## src/rtl/stopwatch_pkg.sv

```systemverilog
// Shared definitions for the stopwatch controller.
//   state_e    : controller states
//   NUM_DIGITS : BCD digits in the time word (HH:MM:SS.cc)
//   DIGIT_W    : bits per BCD digit
//   digit_mod  : modulus of digit idx (0 = centiseconds ones ... 7 = hours tens)
package stopwatch_pkg;

   typedef enum logic [2:0] {
      ST_IDLE,
      ST_RUN,
      ST_STOP,
      ST_LAP_RUN,
      ST_LAP_STOP
   } state_e;

   localparam int unsigned NUM_DIGITS = 8;
   localparam int unsigned DIGIT_W    = 4;

   // Digit order c0 c1 S0 S1 M0 M1 H0 H1; only the tens of seconds/minutes are mod 6.
   function automatic int unsigned digit_mod(input int unsigned idx);
      case (idx)
         3, 5:    digit_mod = 6;
         default: digit_mod = 10;
      endcase
   endfunction

endpackage

```

## src/rtl/bcd_digit_counter.sv

```systemverilog
// One BCD digit of the cascaded time counter.
//   clk, rst : clock, synchronous active-high reset
//   clr      : zero the digit (takes precedence over inc)
//   inc      : advance the digit this cycle
//   digit    : registered digit value, 0..MOD-1
//   carry    : combinational; high when inc would wrap the digit, feeds next digit's inc
module bcd_digit_counter #(
   parameter int unsigned MOD = 10
) (
   input  logic       clk,
   input  logic       rst,
   input  logic       clr,
   input  logic       inc,
   output logic [3:0] digit,
   output logic       carry
);

   logic [3:0] digit_q, digit_d;

   // Same-cycle ripple: the whole chain settles before the edge.
   assign carry = inc && (digit_q == 4'(MOD - 1));

   always_comb begin
      digit_d = digit_q;
      if (clr)
         digit_d = '0;
      else if (inc)
         digit_d = carry ? 4'd0 : digit_q + 4'd1;
   end

   always_ff @(posedge clk) begin
      if (rst)
         digit_q <= '0;
      else
         digit_q <= digit_d;
   end

   assign digit = digit_q;

endmodule

```

## src/rtl/stopwatch_ctrl.sv

```systemverilog
// Stopwatch controller: prescaler, start/stop/lap/clear FSM, cascaded BCD
// time counter and lap-freeze display mux.
//   clk, rst      : clock, synchronous active-high reset
//   start_stop    : one-cycle pulse, toggles counting
//   lap           : one-cycle pulse, freezes / unfreezes the display
//   clear         : one-cycle pulse, zeroes the count when stopped
//   time_in_bcd   : HH:MM:SS.cc as 8 BCD digits, [31:28] = H1 ... [3:0] = c0
//   running       : counting (RUN, LAP_RUN)
//   lap_active    : display frozen on lap value (LAP_RUN, LAP_STOP)
//   overflow      : one-cycle pulse when the count wraps to zero
module stopwatch_ctrl
   import stopwatch_pkg::*;
#(
   parameter int unsigned CLK_HZ  = 50_000_000,
   parameter int unsigned TICK_HZ = 100
) (
   input  logic        clk,
   input  logic        rst,
   input  logic        start_stop,
   input  logic        lap,
   input  logic        clear,
   output logic [31:0] time_in_bcd,
   output logic        running,
   output logic        lap_active,
   output logic        overflow
);

   localparam int unsigned DIV = CLK_HZ / TICK_HZ;
   localparam int unsigned PW  = $clog2(DIV);

   state_e                                 state_q, state_d;
   logic [PW-1:0]                          presc_q, presc_d;
   logic [31:0]                            lap_reg_q, lap_reg_d;
   logic                                   overflow_q, overflow_d;
   logic                                   tick;
   logic                                   count_clr;
   logic [NUM_DIGITS-1:0][DIGIT_W-1:0]     digits;
   logic [NUM_DIGITS-1:0]                  digit_inc;
   logic [NUM_DIGITS-1:0]                  digit_carry;
   logic [31:0]                            count;

   assign running    = (state_q == ST_RUN) || (state_q == ST_LAP_RUN);
   assign lap_active = (state_q == ST_LAP_RUN) || (state_q == ST_LAP_STOP);
   assign tick       = running && (presc_q == PW'(DIV - 1));

   // ---------------- FSM ----------------
   // Priority clear > start_stop > lap; an input ignored in a state never
   // blocks a lower-priority one.
   always_comb begin
      state_d   = state_q;
      lap_reg_d = lap_reg_q;
      count_clr = 1'b0;
      case (state_q)
         ST_IDLE: begin
            if (start_stop) state_d = ST_RUN;
         end
         ST_RUN: begin
            if (start_stop) begin
               state_d = ST_STOP;
            end else if (lap) begin
               state_d   = ST_LAP_RUN;
               lap_reg_d = count;   // registered count = pre-increment value on a tick
            end
         end
         ST_STOP: begin
            if (clear) begin
               state_d   = ST_IDLE;
               count_clr = 1'b1;
            end else if (start_stop) begin
               state_d = ST_RUN;
            end
         end
         ST_LAP_RUN: begin
            if (start_stop)  state_d = ST_LAP_STOP;
            else if (lap)    state_d = ST_RUN;
         end
         ST_LAP_STOP: begin
            if (clear) begin
               state_d   = ST_IDLE;
               count_clr = 1'b1;
            end else if (start_stop) begin
               state_d = ST_LAP_RUN;
            end else if (lap) begin
               state_d = ST_STOP;
            end
         end
         default: state_d = ST_IDLE;
      endcase
   end

   // ---------------- prescaler ----------------
   // Holds its phase while stopped so a resume continues mid-period.
   always_comb begin
      presc_d = presc_q;
      if (count_clr)
         presc_d = '0;
      else if (running)
         presc_d = tick ? '0 : presc_q + PW'(1);
   end

   assign overflow_d = tick && digit_carry[NUM_DIGITS-1];

   always_ff @(posedge clk) begin
      if (rst) begin
         state_q    <= ST_IDLE;
         presc_q    <= '0;
         lap_reg_q  <= '0;
         overflow_q <= 1'b0;
      end else begin
         state_q    <= state_d;
         presc_q    <= presc_d;
         lap_reg_q  <= lap_reg_d;
         overflow_q <= overflow_d;
      end
   end

   // ---------------- BCD counter chain ----------------
   assign digit_inc = {digit_carry[NUM_DIGITS-2:0], tick};

   for (genvar i = 0; i < NUM_DIGITS; i++) begin : g_digit
      bcd_digit_counter #(
         .MOD (digit_mod(i))
      ) u_digit (
         .clk   (clk),
         .rst   (rst),
         .clr   (count_clr),
         .inc   (digit_inc[i]),
         .digit (digits[i]),
         .carry (digit_carry[i])
      );
   end

   assign count       = digits;
   assign time_in_bcd = lap_active ? lap_reg_q : count;
   assign overflow    = overflow_q;

endmodule

```

## config.mk

```make
export PLATFORM = sky130hd
export DESIGN_NAME = stopwatch_ctrl
export DESIGN_NICKNAME = d
export VERILOG_FILES = /design/src/rtl/stopwatch_pkg.sv /design/src/rtl/bcd_digit_counter.sv /design/src/rtl/stopwatch_ctrl.sv
export SDC_FILE = /design/constraint.sdc
export NUM_CORES = 1
export LEC_CHECK = 0
export CORE_MARGIN = 2
export CORE_UTILIZATION = 30
export DETAILED_ROUTE_END_ITERATION = 8
export GPL_ROUTABILITY_DRIVEN = 0
export PLACE_DENSITY = 0.47
export RECOVER_POWER = 100
export SLEW_MARGIN = 5
export SYNTH_ARGS = -nofsm -noshare
export SYNTH_HDL_FRONTEND = slang
export SYNTH_SLANG_ARGS = --single-unit
```

## constraint.sdc

```tcl
create_clock -name clk -period 3.2 [get_ports clk]
set_clock_uncertainty 0.2 [all_clocks]
set_input_delay 0.8 -clock clk [delete_from_list [all_inputs] [get_ports clk]]
set_output_delay 0.8 -clock clk [all_outputs]
set_load 0.005 [all_outputs]
```

==> metrics, run 1 <==
Setup CP Type=register to output pin; clock slew at reported path FFs=60 ps; Core Area=14480 µm²; DRT Pass-1 Iters=4; chip width=around 130 µm; initial antenna violation count=0; area share of and/or/nand/nor cells after synthesis=0.2800; Critical-path top delay cell=clkdlybuf4s50_1; fill cell count=between 1000 and 1500; area grow syn2layout=24.99%; Synth Area in Adders=0.05010; Synth async-reset ratio=0; reported net switching power=slightly below 0.5 mW; fin area=5557 µm²; Root Driver=clkbuf_16; CTS tree=built; CTS H-tree lvls=3; Vias=3857; fin crit share=0.9820; clk sinks=87; Worst R2R Start=presc_q[5]$_SDFFE_PP0P_; row cnt=44; crit path time final=3142 ps; die area=around 16000 µm²; pwr dens=412.1 nW/µm²; Worst Hold Path Cells=2; dpl cells=about 740; Worst Setup Start Kind=register; main combinational cell family by area after synthesis=simple AND/OR/NAND/NOR gates; critical path endpoint category=output pin; reg2reg end=g_digit[7].u_digit.digit[3]$_SDFFE_PP0N_; crit path cell chain=buf_4 -> nand2b_4 -> nor2_1 -> a21oi_4 -> buf_12 -> clkbuf_16 -> mux2_2 -> clkdlybuf4s50_1; run status=completed; Hold EP=lap_reg_q[2]$_SDFFE_PP0P_; fmax=318.2 MHz; DIE HEIGHT=~130 µm; max-slew violations=0; ANT cells=0; Mapped Cells=between 500 and 600; reg2reg path depth=5; initial core utilization=0.3070; post-synthesis mux area share=0.08809; Comb pwr share=0.037; vias per cell=5.042; detailed-placement wirelength estimate=around 7700 µm; Syn. warnings=0; worst endpoint required time=2200 ps; IR drop worst, VDD=about 0.22 mV; Nets=598; GR Overflow Total=0; number of flops mapped to enable cells by yosys=0; register area share after synthesis=0.3918; first-pass GRT wire length=about 19000 µm; io pins=40; register area=1747 µm²; Avg Inst Size Synth=between 8 and 9 µm²; Non-Filler Instances=approximately 770; area of the multi-input gates=2555 µm²; share of power burned in registers=0.477; maxcap violations=0; Top FF cell, synth=dfxtp_1; Tot GR Track Use=0.1462; critical path's top delay family=buffers and inverters; DRT Wirelength=around 11000 µm; vias in the first global route=about 3800; Clock Latency Late Sink=between 300 and 400 ps; Critical Path AT=~2100 ps; post-synthesis xor/xnor area fraction=0.04728; P_leak=2.368 nW; net count of the mapped netlist=550; largest net degree at the start of global routing=38; share of post-route cells with drive strength above 1=0.1515; Synth Cell Area=roughly 4400 µm²; FF+latch count, synth=87; Int Pwr=~1.8 mW; Placement Cell Area=5091 µm²; Worst Max-Slew Pin Slew=roughly 900 ps; Yosys cell types=about 60; CP bufs+invs=4; Rel. slew slack=0.3982; Synth Area in Compound Gates=0.1050; Sw Share=0.2140; final setup vio count=0; Clk pwr share=0.485; CTS buffer count=9; WL/cell=approximately 15 µm; initial DRC count=around 220; Crit Path Max Fanout=10; CTS Buffer Depth=2; antenna viol nets, final=0; Fin. Hold Viols=0; Worst R2R Setup Slack=between 500 and 600 ps; HP Start=lap_reg_q[2]$_SDFFE_PP0P_; Min-Delay Path Class=register to register; DRC viols=0; PortBufs=39; crit-path max cell delay=between 400 and 500 ps; # hold bufs at CTS=0
## routing by layer
layer,track usage,share of wire,routed length (µm)
met4,0.06141,0.014,161
met5,0,0,0
met2,0.2439,0.47,5333
met1,0.1856,0.48,5450
met3,0.02761,0.029,323
## kinds of logic (layout without fill, tap and decap cells)
kind of cell | after synthesis | in the layout
xor+xnor | 24 | 24
fa+ha+maj | 18 | 18
flops | 87 | 87
compound gates | 83 | 83
mux | 35 | 35
buf+inv | 39 | 92
simple gates | 242 | 242
## per-stage QoR
step                power, mW  setup TNS [ps]  utilization  setup slack, ps  hold WS (ps)
floorplan               1.160               0            -            443.9         233.8
global placement        1.197               0       0.3516            231.2         238.6
detailed placement      1.198               0       0.3516            137.0         247.2
CTS                     2.327               0       0.3737            13.83         255.5
global route            2.381          -22.23       0.3838           -8.771         274.2
finish                  2.290               0       0.3838            57.73         251.8
## layout by cell type, fill, tap and decap left out, drive strengths merged, types with 3 or more instances in the layout
cell and count:
clkbuf 18, and3 4, dlymetal6s2s 23, mux2 33, or4 8, dlygate4sd3 4
clkdlybuf4s50 12, xnor2 10, nand3b 7, nor3 6, nand4 6, or3 8
nor2 50, inv 13, nand3 21, nor4b 3, o21ai 12, and4 6
xor2 14, nand2 92, ha 17, a21oi 55, nor4 10, and3b 3
dfxtp 87, or4b 3, nand2b 3, o21a 3, buf 18
## timing repair
action	in CTS	in global routing
pin swaps	0	1
cloned	0	1
gates resized for setup	3	28
buffers inserted	1	6
endpoints found under the setup margin	32	32
## Yosys cell counts (3+ instances only)
library cell / n / area (µm²)
nor3_1: 5 / 25.02
a21oi_1: 55 / 275.3
nand3_1: 20 / 100.1
inv_1: 12 / 45.04
nor2_1: 50 / 187.7
xnor2_1: 10 / 87.58
o21a_1: 3 / 22.52
and4_1: 4 / 35.03
or3_1: 8 / 50.05
ha_1: 17 / 212.7
nor4_1: 8 / 50.05
nor4b_1: 3 / 26.28
o21ai_0: 12 / 60.06
or4_1: 7 / 52.55
nand4_1: 6 / 37.54
and3b_1: 3 / 26.28
xor2_1: 14 / 122.6
buf_2: 5 / 25.02
nand3b_1: 7 / 52.55
nand2b_1: 3 / 18.77
and3_1: 4 / 25.02
nand2_1: 91 / 341.6
clkbuf_1: 18 / 67.56
dfxtp_1: 87 / 1742
mux2_2: 32 / 360.4
## cell type report
cell class,instances,area share
sequential,87,0.3143
tap,184,0.04143
clock inverter,4,0.01261
multi-input combinational,402,0.4598
clock buffer,12,0.04256
timing repair buffer,63,0.1205
inverter,13,0.008782
## registers in the layout (all words and copies together) (netlist names)
signal and count:
g_digit.u_digit.digit 32, lap_reg_q 32, presc_q 19, state_q 3, overflow 1
## worst max-delay path by stage
stage	startpoint	to	slack [ps]	cells after the start
final	state_q[2]$_SDFFE_PP0P_	time_in_bcd[3]	60	8
after global routing	state_q[2]$_SDFFE_PP0P_	time_in_bcd[6]	-9	8
after CTS	state_q[0]$_SDFFE_PP0P_	time_in_bcd[0]	10	6
after detailed placement	clear	presc_q[7]$_SDFFE_PP0P_	140	5
after global placement	state_q[0]$_SDFFE_PP0P_	time_in_bcd[1]	230	6
after floorplan	state_q[2]$_SDFFE_PP0P_	time_in_bcd[10]	440	5
## power groups by stage
| stage | Clock, mW | Combinational (mW) | Sequential, mW |
|---|---|---|---|
| after global placement | 0 | 0.0810 | 1.12 |
| final | 1.11 | 0.0859 | 1.09 |
| after detailed placement | 0 | 0.0819 | 1.12 |
| after floorplan | 0 | 0.0466 | 1.11 |
| after global routing | 1.19 | 0.0957 | 1.09 |
| after CTS | 1.15 | 0.0838 | 1.09 |
## tightest hold or removal path: stages (launching register included)
cell     delay [ps]
dfxtp_1         300
nand2_1          50
a21oi_1          50
Note: power is estimated with default switching activity, not from simulation.
==> inputs of run 2 (changes only) <==
--- a/config.mk
+++ b/config.mk
@@ -8,7 +8,7 @@
 export CORE_MARGIN = 2
 export CORE_UTILIZATION = 30
 export DETAILED_ROUTE_END_ITERATION = 8
-export GPL_ROUTABILITY_DRIVEN = 0
+export GPL_TIMING_DRIVEN = 1
 export PLACE_DENSITY = 0.47
 export RECOVER_POWER = 100
 export SLEW_MARGIN = 5
==> results of run 2 <==
Final layout, timing and power as in run 1 (identical DEF).
